**src/rtl/uart_tx_periph.sv**
```systemverilog
// Memory-mapped 8N1 UART transmitter: TXD/CON registers on the shared load/store bus,
// a small TX FIFO, and a maskable sticky completion interrupt.
module uart_tx_periph #(
    parameter int unsigned BAUD_DIV   = 521,
    parameter int unsigned FIFO_DEPTH = 4,
    parameter logic [31:0] ADDR_TXD   = 32'h4000_0018,
    parameter logic [31:0] ADDR_CON   = 32'h4000_0020
) (
    input  logic        CLK,
    input  logic        Reset_n,
    input  logic        rd,
    input  logic        wr,
    input  logic [31:0] addr,
    input  logic [31:0] wdata,
    output logic [31:0] rdata,
    output logic        tx,
    output logic        tx_irq
);
    localparam int unsigned PTR_W = $clog2(FIFO_DEPTH);
    localparam int unsigned CNT_W = $clog2(BAUD_DIV);
    localparam logic [CNT_W-1:0] CNT_LAST = CNT_W'(BAUD_DIV - 1);
    localparam logic [PTR_W:0]   CNT_FULL = (PTR_W + 1)'(FIFO_DEPTH);

    typedef enum logic [1:0] {S_IDLE, S_START, S_DATA, S_STOP} state_t;

    state_t           state, state_nxt;
    logic [7:0]       mem [FIFO_DEPTH];
    logic [PTR_W-1:0] wr_ptr, rd_ptr;
    logic [PTR_W:0]   count;
    logic             fifo_empty, fifo_full;
    logic [7:0]       shift;
    logic [CNT_W-1:0] baud_cnt;
    logic [2:0]       bit_idx;
    logic             overflow, done, ie;
    logic             txd_wr, con_wr, push, pop, baud_wrap, frame_end, tx_nxt;
    logic             unused_wdata;

    assign txd_wr       = wr && (addr == ADDR_TXD);
    assign con_wr       = wr && (addr == ADDR_CON);
    assign fifo_empty   = (count == '0);
    assign fifo_full    = (count == CNT_FULL);
    assign push         = txd_wr && !fifo_full;
    assign baud_wrap    = (baud_cnt == CNT_LAST);
    assign unused_wdata = ^wdata[31:8];

    assign rdata = (rd && addr == ADDR_CON)
                 ? {26'b0, ie, done, overflow, fifo_full, fifo_empty, state != S_IDLE}
                 : '0;

    always_comb begin
        state_nxt = state;
        pop       = 1'b0;
        frame_end = 1'b0;
        tx_nxt    = tx;
        unique case (state)
            S_IDLE: begin
                if (!fifo_empty) begin
                    pop       = 1'b1;
                    tx_nxt    = 1'b0;
                    state_nxt = S_START;
                end
            end
            S_START: begin
                if (baud_wrap) begin
                    tx_nxt    = shift[0];
                    state_nxt = S_DATA;
                end
            end
            S_DATA: begin
                if (baud_wrap) begin
                    if (bit_idx == 3'd7) begin
                        tx_nxt    = 1'b1;
                        state_nxt = S_STOP;
                    end else begin
                        tx_nxt = shift[bit_idx + 3'd1];
                    end
                end
            end
            S_STOP: begin
                if (baud_wrap) begin
                    frame_end = 1'b1;
                    // Chain straight into the next start bit so queued bytes leave no idle gap.
                    if (!fifo_empty) begin
                        pop       = 1'b1;
                        tx_nxt    = 1'b0;
                        state_nxt = S_START;
                    end else begin
                        state_nxt = S_IDLE;
                    end
                end
            end
            default: state_nxt = S_IDLE;
        endcase
    end

    always_ff @(posedge CLK or negedge Reset_n) begin
        if (!Reset_n) begin
            state    <= S_IDLE;
            tx       <= 1'b1;
            baud_cnt <= '0;
            bit_idx  <= '0;
            shift    <= '0;
        end else begin
            state <= state_nxt;
            tx    <= tx_nxt;
            if (state == S_IDLE || baud_wrap)
                baud_cnt <= '0;
            else
                baud_cnt <= baud_cnt + 1'b1;
            if (pop)
                shift <= mem[rd_ptr];
            if (state_nxt != S_DATA)
                bit_idx <= '0;
            else if (state == S_DATA && baud_wrap)
                bit_idx <= bit_idx + 3'd1;
        end
    end

    always_ff @(posedge CLK) begin
        if (push)
            mem[wr_ptr] <= wdata[7:0];
    end

    always_ff @(posedge CLK or negedge Reset_n) begin
        if (!Reset_n) begin
            wr_ptr <= '0;
            rd_ptr <= '0;
            count  <= '0;
        end else begin
            if (push)
                wr_ptr <= wr_ptr + 1'b1;
            if (pop)
                rd_ptr <= rd_ptr + 1'b1;
            case ({push, pop})
                2'b10:   count <= count + 1'b1;
                2'b01:   count <= count - 1'b1;
                default: count <= count;
            endcase
        end
    end

    // Setting events take priority over software clears landing on the same edge.
    always_ff @(posedge CLK or negedge Reset_n) begin
        if (!Reset_n) begin
            overflow <= 1'b0;
            done     <= 1'b0;
            ie       <= 1'b0;
            tx_irq   <= 1'b0;
        end else begin
            if (con_wr)
                ie <= wdata[5];
            if (frame_end)
                done <= 1'b1;
            else if (con_wr && wdata[4])
                done <= 1'b0;
            if (txd_wr && fifo_full)
                overflow <= 1'b1;
            else if (con_wr && wdata[3])
                overflow <= 1'b0;
            tx_irq <= done & ie;
        end
    end
endmodule

```
**config.mk**
```make
export PLATFORM = sky130hd
export DESIGN_NAME = uart_tx_periph
export DESIGN_NICKNAME = d
export VERILOG_FILES = /design/src/rtl/uart_tx_periph.sv
export SDC_FILE = /design/constraint.sdc
export NUM_CORES = 1
export LEC_CHECK = 0
export BUFFER_PORTS_ARGS = -buffer_cell sky130_fd_sc_hd__buf_2
export CAP_MARGIN = 20
export CORE_UTILIZATION = 58
export CTS_BUF_LIST = sky130_fd_sc_hd__clkbuf_4 sky130_fd_sc_hd__clkbuf_8
export CTS_CLUSTER_DIAMETER = 50
export CTS_CLUSTER_SIZE = 14
export DETAILED_ROUTE_END_ITERATION = 8
export PLACE_DENSITY = 0.88
export SLEW_MARGIN = 20
export SYNTH_ARGS = -nofsm -noshare
export SYNTH_HDL_FRONTEND = slang
export SYNTH_SLANG_ARGS = --single-unit
export TNS_END_PERCENT = 100
```
**constraint.sdc**
```tcl
create_clock -name CLK -period 3.7 [get_ports CLK]
set_input_delay 0.74 -clock CLK [delete_from_list [all_inputs] [get_ports CLK]]
set_output_delay 0.74 -clock CLK [all_outputs]
set_load 0.05 [all_outputs]
```
==> metrics <==
Ant. Diodes=0; final net count=399; fin crit share=0.890; Seq/Total Area, Yosys=0.538; synth warn=0; final setup vio count=0; Synth Register Bits=67; CP Launch Type=primary input; largest net degree at the start of global routing=36; RSZ-0062 raised after global routing=false; Hold WC Path Type=in -> async; Synth cell types=46; Worst EP required=3.97 ns; top_reg_cell synth=dfrtp_1; final WL=6600 um; die width=78.7 um; CTS tree=done; placed cell count=377; fmax=304 MHz; initial core utilization=0.613; met1 Track Usage GR=0.302; DP HPWL=4560 um; vias in the first global route=2231; clock root buffer=clkbuf_8; CP arrival=3.56 ns; Resized cells post-CTS=0; Cell Rows=27; clock buffer count from CTS=9; EDFF count, synth=32; post-route setup slack=0.409 ns; worst hold slack=0.465 ns; gp weighted congestion=0.789; status=finished clean; synthesized cell area=0.00341 mm2; DRC=0; PnR Total Power=1.55 mW; Max Root-Sink Buffers=2; Tot GR Track Use=0.240; H-tree depth=3; PD cells=405 mW/mm2; GRT busiest layer=met2; setup bufs post-CTS=0; Reg clk slew, reported paths=0.08 ns; ys async rst share=0.522; first-pass GRT wire length=10900 um; nature of the critical path endpoint=register; IR drop worst, VDD=0.361 mV; max-cap violation count=0; Vias=2206; Layout area overhead=11.8%; Layout Skew=0.00654 ns; die footprint=0.00620 mm2; share of layout cells above drive strength 1=0.296; drt wl/cell=16.8 um; initial antenna violation count=0; CP Max Fanout=8; met2 Usage GRT=0.390; clk_lat worst skew=0.35 ns; Total Negative Setup Slacks=0 ns; Non-Filler Instances=393; leakage=1.63 nW; Hold-fix buffers, CTS=0; ANT nets after route=0; Post-Syn Instances=261; clock period minus final worst setup slack=3.29 ns; core area=0.00557 mm2; grt total ovfl=0; met3 usage=0.0563; DRT Pass-1 Iters=4; port bufs=51; Initial DRC Count=200; fin. max-slew vios=0; Placement Setup Slack=0.374 ns; Final Hold Violating Endpoints=0; synthesized area per cell=13.1 um2; Die Span Y=78.7 um; kind of critical path=in -> reg; max_slew headroom=0.469; slew of the pin with the lowest slew margin=0.796 ns; Avg Vias per Cell=5.61; Sink Count=67; I/O Pins=102
-- power by group --
| part | leakage [nW] | switching [mW] | internal, mW |
|---|---|---|---|
| logic | 0.780 | 0.0906 | 0.0547 |
| clock network | 0.0929 | 0.314 | 0.256 |
| registers | 0.757 | 0.0188 | 0.812 |
-- sequential cells by signal (all words and copies together), names as in the netlist --
register / count
mem: 32
baud_cnt: 10
shift: 8
bit_idx: 3
count: 3
rd_ptr: 2
state: 2
wr_ptr: 2
done: 1
ie: 1
overflow: 1
tx: 1
tx_irq: 1
-- cell usage after synthesis, drive strengths merged, types with 2 or more instances --
master    n  area, um2
edfxtp   32        961
o2111ai   2       17.5
nor3     12       71.3
inv      10       37.5
mux2i     2       20.0
o21ai     3       15.0
nand3     4       20.0
nor4b     4       65.1
xor2      6       52.6
nand4     5       31.3
xnor2     9       78.8
and2      8       50.1
or4bb     2       22.5
nor4     10       62.6
buf      30        213
a21oi     2       10.0
clkbuf    2       7.51
nand2     9       33.8
o41ai     2       17.5
mux2     12        135
nor2     18       67.6
dfrtp    34        851
ha       14        175
a31oi     2       12.5
mux4     10        225
-- layout by cell type (no fill, tap or decap), drive strengths merged, types with 3 or more instances in the layout --
| cell type | instances |
|---|---|
| nor3 | 12 |
| buf | 51 |
| nand2 | 9 |
| mux2 | 12 |
| o21ai | 3 |
| and2 | 8 |
| ha | 14 |
| clkbuf | 9 |
| mux4 | 10 |
| inv | 15 |
| xor2 | 6 |
| xnor2 | 9 |
| nand4 | 5 |
| nor4b | 4 |
| edfxtp | 32 |
| nand3 | 4 |
| dfrtp | 34 |
| conb | 26 |
| nor4 | 10 |
| nor2 | 18 |
-- layer usage --
metal / part of all wire / vias up
li1: - / 1022
met1: 0.41 / 1071
met2: 0.51 / 93
met3: 0.052 / 20
met4: 0.027 / 0
met5: 0 / -
-- kinds of logic (layout without fill, tap and decap cells) --
| group | count (synthesis) | count (layout) | synth area share |
|---|---|---|---|
| DFF | 67 | 67 | 0.538 |
| other | 1 | 26 | 0.00110 |
| adders and majority gates | 15 | 15 | 0.0572 |
| xor gates and xnor gates | 15 | 15 | 0.0385 |
| AOI/OAI and AO/OA | 18 | 18 | 0.0396 |
| muxes | 24 | 24 | 0.111 |
| and+or+nand+nor | 79 | 79 | 0.139 |
| buffers and inverters | 42 | 77 | 0.0755 |
-- critical path, stage by stage --
cell and delay [ns]:
buf_2 0.10, nor4_1 0.41, nand4_1 0.46, nor4b_4 0.58, inv_1 0.09, ha_1 0.26
fa_1 0.42, xnor2_1 0.15, nor2_1 0.18, xor2_1 0.17
-- metrics by stage --
| stage | instance area, um2 | utilization |
|---|---|---|
| global route | 3820 | 0.685 |
| detailed placement | 3630 | 0.652 |
| global placement | 3630 | 0.652 |
| CTS | 3820 | 0.685 |
| finish | 3820 | 0.685 |
| floorplan | 3510 | - |
-- cell type report --
type | count | area [um2]
multi-input combinational | 177 | 1410
inverter | 10 | 37.5
sequential | 67 | 1840
clock inverter | 7 | 58.8
clock buffer | 9 | 124
fill | 371 | 1760
timing repair buffer | 51 | 255
tap | 72 | 90.1
-- path summary, 6_finish.rpt --
check / start / to / slack, ns / cells after the start
worst max-delay path: addr[16] / count[2] / 0.41 / 10
worst min-delay path: Reset_n / baud_cnt[5] / 0.47 / 1
worst max register to register: baud_cnt[6] / count[1] / 0.96 / 6
worst min register to register: tx / tx / 0.50 / 2
max in group asynchronous: Reset_n / wr_ptr[0] / 2.73 / 1
min in group CLK: tx / tx / 0.50 / 2
Note: power is estimated with default switching activity, not from simulation.
